===== src/rtl/flex_updown_counter.sv =====
// Programmable up/down counter with parallel load, one-shot stop and a
// saturating wrap-event counter. All outputs are registered.
module flex_updown_counter #(
    parameter int NUM_CNT_BITS = 4,
    parameter int WRAP_BITS    = 8
) (
    input  logic                    clk,
    input  logic                    n_rst,
    input  logic                    clear,
    input  logic                    load,
    input  logic [NUM_CNT_BITS-1:0] load_val,
    input  logic                    count_enable,
    input  logic                    count_up,
    input  logic                    one_shot,
    input  logic [NUM_CNT_BITS-1:0] rollover_val,
    output logic [NUM_CNT_BITS-1:0] count_out,
    output logic                    rollover_flag,
    output logic                    done,
    output logic [WRAP_BITS-1:0]    wrap_count
);

    localparam logic [NUM_CNT_BITS-1:0] CNT_ONE  = NUM_CNT_BITS'(1);
    localparam logic [WRAP_BITS-1:0]    WRAP_ONE = WRAP_BITS'(1);
    localparam logic [WRAP_BITS-1:0]    WRAP_MAX = '1;

    logic                    rv_zero;
    logic                    at_wrap;
    logic [NUM_CNT_BITS-1:0] term_val;
    logic [NUM_CNT_BITS-1:0] step_val;

    // Out-of-range counts fall into the wrap branch through >= / <=.
    always_comb begin
        rv_zero  = (rollover_val == '0);
        term_val = count_up ? rollover_val : CNT_ONE;
        at_wrap  = count_up ? (count_out >= rollover_val) : (count_out <= CNT_ONE);
        step_val = count_out;
        if (count_up)
            step_val = at_wrap ? CNT_ONE : count_out + CNT_ONE;
        else
            step_val = at_wrap ? rollover_val : count_out - CNT_ONE;
    end

    always_ff @(posedge clk) begin
        if (!n_rst || clear) begin
            count_out     <= '0;
            rollover_flag <= 1'b0;
            done          <= 1'b0;
            wrap_count    <= '0;
        end else if (load) begin
            count_out     <= load_val;
            rollover_flag <= !rv_zero && (load_val == term_val);
            done          <= 1'b0;
        end else if (count_enable && !done) begin
            if (rv_zero) begin
                rollover_flag <= 1'b0;
            end else if (one_shot && at_wrap) begin
                // Terminal step in one-shot mode: hold the count, not a wrap.
                done          <= 1'b1;
                rollover_flag <= (count_out == term_val);
            end else begin
                count_out     <= step_val;
                rollover_flag <= (step_val == term_val);
                if (at_wrap && wrap_count != WRAP_MAX)
                    wrap_count <= wrap_count + WRAP_ONE;
            end
        end
    end

endmodule


===== config.mk =====
export PLATFORM = sky130hd
export DESIGN_NAME = flex_updown_counter
export DESIGN_NICKNAME = d
export VERILOG_FILES = /design/src/rtl/flex_updown_counter.sv
export SDC_FILE = /design/constraint.sdc
export NUM_CORES = 1
export LEC_CHECK = 0
export ABC_AREA = 1
export ABC_CLOCK_PERIOD_IN_PS = 2900
export CAP_MARGIN = 20
export CORE_AREA = 5 5 57 59
export DETAILED_ROUTE_END_ITERATION = 16
export DIE_AREA = 0 0 62 64
export PLACE_DENSITY = 0.75
export SYNTH_ARGS = -nofsm -noshare
export SYNTH_HDL_FRONTEND = slang
export SYNTH_SLANG_ARGS = --single-unit

===== constraint.sdc =====
create_clock -name clk -period 2.9 [get_ports clk]
set_input_delay 0.87 -clock clk [delete_from_list [all_inputs] [get_ports clk]]
set_output_delay 0.87 -clock clk [all_outputs]
set_load 0.02 [all_outputs]

Word level (Yosys, flattened, before mapping) --
Index checks and enable logic that the tools add are counted.
Storage, ports and cells: register bits 14, bits of input ports 15, output and inout port bits 14, logic and storage cells 45
Cells by class: add/sub/neg operators 3, magnitude comparators 2, eq/ne operators 6, muxes and demuxes 13, bitwise logic cells 3, reductions and logical operators 14
Operators by type and width (number):
- $mux W4 | 8
- $eq A4 B4 Y1 | 3
- $add A8 B1 Y8 const B | 1
- $ne A8 B8 Y1 const B | 1
- $reduce_and A3 Y1 | 2
- $mux W1 | 5
- $reduce_and A5 Y1 | 1
- $add A4 B1 Y4 const B | 1
- $ge A4 B4 Y1 | 1
- $le A4 B1 Y1 const B | 1
- $logic_and A1 B1 Y1 | 4
- $logic_not A4 Y1 | 1
- $ne A2 B2 Y1 const B | 2
- $sub A4 B1 Y4 const B | 1
- $logic_not A1 Y1 | 3
- $not A1 Y1 | 3
- $reduce_bool A2 Y1 | 1
- $reduce_or A2 Y1 | 1
- $logic_or A1 B1 Y1 | 1

Longest topological paths before layout --
depth in word-level cells 9, gate-level depth with buffers 21, mapped depth without buffers 21

Worst setup path before layout --
Ideal clock, no wire load.
path kind in2reg, from in rollover_val[3], to reg wrap_count[7], library setup time 0.118 ns, arrival 2.353 ns, required time 2.782 ns, setup slack 0.429 ns, stages on the path 13, path buffers 0, path through inv_1 -> ha_1 -> nand2_1 -> nor3b_4 -> nand2_4 -> nand3_4 -> nand2_4 -> nor2_8 -> nand2_4 -> nor2_4 -> nand4_1 -> o21ai_1 -> a21oi_1
On the way: longest elaborated chain between the ends 5, elaborated cells on any way between the ends 8, those cells by class order compare: 1; mux: 1; bitwise: 2; reduce/logical: 4
RTL lines:
- start: declaration | line 15 | input logic [NUM_CNT_BITS-1:0] rollover_val,
- $ge A4 B4 Y1 | line 35 | at_wrap = count_up ? (count_out >= rollover_val) : (count_out <= CNT_ONE);
- $mux W1 | line 35
- $logic_and A1 B1 Y1 | line 56 | end else if (one_shot && at_wrap) begin
- $not A1 Y1 (no source line)
- $reduce_and A5 Y1 (no source line) *
- end signal: assignment | line 64 | wrap_count <= wrap_count + WRAP_ONE;
- end: declaration | line 19 | output logic [WRAP_BITS-1:0] wrap_count
Mark *: on every way between the ends. The rest lies on a longest branch, timed or not. A chain may end at the register's enable or synchronous reset.

Final worst setup path --
from in count_up, to reg wrap_count[7]
On the way: longest elaborated chain between the ends 4, elaborated cells on any way between the ends 5, those cells by class mux: 1; bitwise: 1; reduce/logical: 3
RTL lines:
- start: declaration | line 13 | input logic count_up,
- $mux W1 * | line 35
- $logic_and A1 B1 Y1 | line 56
- $not A1 Y1 (no source line)
- $reduce_and A5 Y1 (no source line) *
Marked as above.

==> results by group <==
Timing
  • Final Critical Period: 2620 ps
  • Final Cycle Share: 90.4%
  • Final number of setup-violating endpoints: 0
  • Clock Skew: 5.55 ps
  • Final hold violation count: 0
  • Setup repair after global routing missed its margin: false
  • Slew HR: 62.5%
  • Maximum frequency from static timing analysis: 0.381 GHz
  • Final worst-path setup slack: 278 ps
  • Count of final max-slew check failures: 0
  • Least-Margin Pin Slew: 558 ps

Drt
  • Via density per instance: 5.31
  • Routed WL: 3580 um
  • DR pass1 iterations: 4
  • DRC Markers: 0
  • Antenna Violating Nets Remaining: 0
  • Detailed-route wire length per cell: 13.3 um
  • Count of vias placed by the detailed router: 1,435
  • Detailed Route Iter0 Violations: 104

Yosys
  • Number of distinct library cells after synthesis: 31
  • Synthesized-area fraction occupied by xor and xnor cells: 6.42%
  • Area fraction in and, or, nand and nor cells after synthesis: 44.0%
  • Avg Cell Area, Syn: 6.71 um^2
  • Sequential cell area fraction in the yosys report: 22.8%
  • Syn. warnings: 0
  • Number of instances in the synthesized netlist: 183
  • Biggest area consumer among synthesized cells: sky130_fd_sc_hd__dfxtp_1
  • Mapped Nets: 206
  • Share of cell area taken by muxes after synthesis: 0%
  • EDFF count, synth: 0
  • Share of the synthesized area in compound gates (AO/OA/AOI/OAI): 9.37%
  • Post-synthesis cell area: 1230 um^2
  • Most used flip-flop cell after synthesis: sky130_fd_sc_hd__dfxtp_1
  • Area share of the leading cell type in the synthesized netlist: 22.8%
  • Top area cells in the synthesized netlist: sky130_fd_sc_hd__dfxtp_1 (23%), sky130_fd_sc_hd__nand2_1 (14%), sky130_fd_sc_hd__ha_1 (8.1%)
  • Synthesized-area fraction occupied by adder cells: 8.15%
  • Number of synthesized register bits: 14
  • Combinational family with the most area after synthesis: simple AND/OR/NAND/NOR gates
  • Proportion of register bits with asynchronous set or reset after synthesis: 0%

Die
  • Num ports: 29
  • Die Span X: 62 um
  • Row cnt: 19
  • Initial Utilization: 46.1%
  • Core Region: 2660 um^2
  • Die height: 64 um
  • Die Outline Area: 3970 um^2

Worst setup path
  • Crit. Startpoint: count_up
  • Maximum fanout count along the critical path: 8
  • CP Launch Type: input pin
  • Endpoint required time on the critical path: 3080 ps
  • Kind of capture point of the worst setup path: flop
  • Arrival time worst endpoint: 2800 ps
  • Slowest stage cell, crit path: sky130_fd_sc_hd__clkdlybuf4s50_1
  • Maximum cell stage delay along the critical path: 500 ps
  • Critical setup path kind: input pin to flop
  • Launch instance of the worst register-to-register path: count_out[0]
  • Cell repeated most along the worst path: sky130_fd_sc_hd__nand2_4
  • Critical Path, Cell by Cell: clkdlybuf4s50_1, inv_2, nor3b_4, nand2_4, nand3_4, nand2_4, nor2_8, nand2_4, nor2_4, nand4_1, o21ai_1, a21oi_1

Finish
  • Final design instance area without fill: 1820 um^2
  • Share of final-layout standard cells stronger than drive strength 1: 23.4%
  • Area of the multi-input gates: 886 um^2
  • Sequential cell area: 280 um^2
  • Layout net count: 263
  • Number of cells in the finished layout apart from fillers: 270
  • Area delta synth->final: 48.5%
  • Diodes inserted: 0
  • Total of fill cells in the finished design: 237
  • Final core utilization: 68.5%

Status
  • Result of the run: finished, final reports clean

Run
  • Max capacitance violation total: 0

Clock tree
  • Clock tree from TritonCTS: yes
  • # clock sinks: 14
  • Register clock-pin slew on the reported worst setup and hold paths: 80 ps
  • Root buffer cell: sky130_fd_sc_hd__clkbuf_4
  • Hold buffer count at CTS: 0
  • Clock Latency Late Sink: 290 ps
  • H-tree levels: 1
  • Number of clock buffers inserted by TritonCTS: 3
  • Clock tree buffer depth: 2

Placement
  • HPWL Detailed: 2760 um
  • Gp weighted congestion: 0.874
  • Post-placement setup slack: -275 ps
  • Placed cell count: 259
  • Count of input and output buffers: 28
  • Post-place instance area: 1670 um^2

Global route
  • Wire length of the first global-routing pass: 5790 um
  • Via count of the first global-routing pass: 1,415
  • Largest net degree at the start of global routing: 11
  • All-layer global routing usage: 18.4%
  • Initial antenna violation count: 0
  • Total grt overflow: 0

Power and ir drop
  • LEAKAGE: 0.880 nW
  • Cell Pwr Density: 305 nW/um^2
  • Peak supply drop: 0.000317 V
  • Total power: 556 uW

Hold path
  • Hold Crit Class: flop to flop
  • Origin of the worst min-delay path: wrap_count[7]
==> layer usage <==
metal | up-vias | share of wire, % | track usage, %
li1 | 711 | - | -
met1 | 676 | 42 | 22.6
met2 | 40 | 51 | 31.9
met3 | 8 | 5.3 | 1.81
met4 | 0 | 2.1 | 7.16
met5 | - | 0 | 0
==> cell type report <==
type,instances,area share [%]
Sequential cell,14,15.4
Clock buffer,4,1.99
Multi-Input combinational cell,141,48.6
Tap cell,31,2.13
Inverter,26,5.35
Timing Repair Buffer,54,26.6
==> flip-flops by register name, summed over array words and instances (netlist names) <==
signal         flops
rollover_flag      1
done               1
count_out          4
wrap_count         8
==> critical path, delay by kind of cell <==
kind	cells	cell delay, ps
AND/OR/NAND/NOR	8	1130
buffers and inverters	2	600
AO/OA/AOI/OAI	2	200
==> report_power, final <==
| group | internal (mW) | total [mW] | switching, mW |
|---|---|---|---|
| sequential | 0.196 | 0.204 | 0.00775 |
| clock | 0.0765 | 0.144 | 0.0677 |
| combinational | 0.0979 | 0.208 | 0.110 |
==> through the flow <==
step	hold WS [ps]	TNS, ps
floorplan	540	0
detailed placement	469	-1870
CTS	482	0
finish	501	0
global placement	453	-785
global route	522	0
==> placed cells by master (no fill, tap or decap), drive strengths merged, types with 5 or more instances in the layout <==
cell type,instances
a21oi,8
o21ai,5
dfxtp,14
nor3,6
buf,26
nor2,16
inv,25
xor2,6
ha,8
nand2,55
clkdlybuf4s50,24
nand3,18
==> logic make-up after synthesis <==
| family | Yosys count |
|---|---|
| adders and majority gates | 8 |
| AOI/OAI and AO/OA | 20 |
| and+or+nand+nor | 104 |
| buffers and inverters | 28 |
| DFF | 14 |
| xor gates and xnor gates | 9 |
==> worst paths after layout <==
kind,end,slack [ps],cells after the start
max,wrap_count[7],280,12
min,wrap_count[7],500,2
max reg2reg,wrap_count[7],460,12
min reg2reg,wrap_count[7],500,2
==> repair_timing <==
action                                  CTS  global route
setup buffers                             0             7
endpoints found under the setup margin    1            10
pin swaps                                 0             9
resized for setup                         1            16
==> synth_stat cells, types with 2 or more instances <==
library cell,count
sky130_fd_sc_hd__nor4_1,2
sky130_fd_sc_hd__a21oi_1,8
sky130_fd_sc_hd__nand4_1,3
sky130_fd_sc_hd__xnor2_1,3
sky130_fd_sc_hd__xor2_1,6
sky130_fd_sc_hd__nand2_1,47
sky130_fd_sc_hd__ha_1,8
sky130_fd_sc_hd__nor2_1,14
sky130_fd_sc_hd__nand2_2,5
sky130_fd_sc_hd__inv_1,23
sky130_fd_sc_hd__nand3_1,17
sky130_fd_sc_hd__inv_2,2
sky130_fd_sc_hd__dfxtp_1,14
sky130_fd_sc_hd__o21ai_0,4
sky130_fd_sc_hd__a221oi_1,2
sky130_fd_sc_hd__nand2_4,3
sky130_fd_sc_hd__nor3_1,5
sky130_fd_sc_hd__a31oi_1,4
Note: power is estimated with default switching activity, not from simulation.
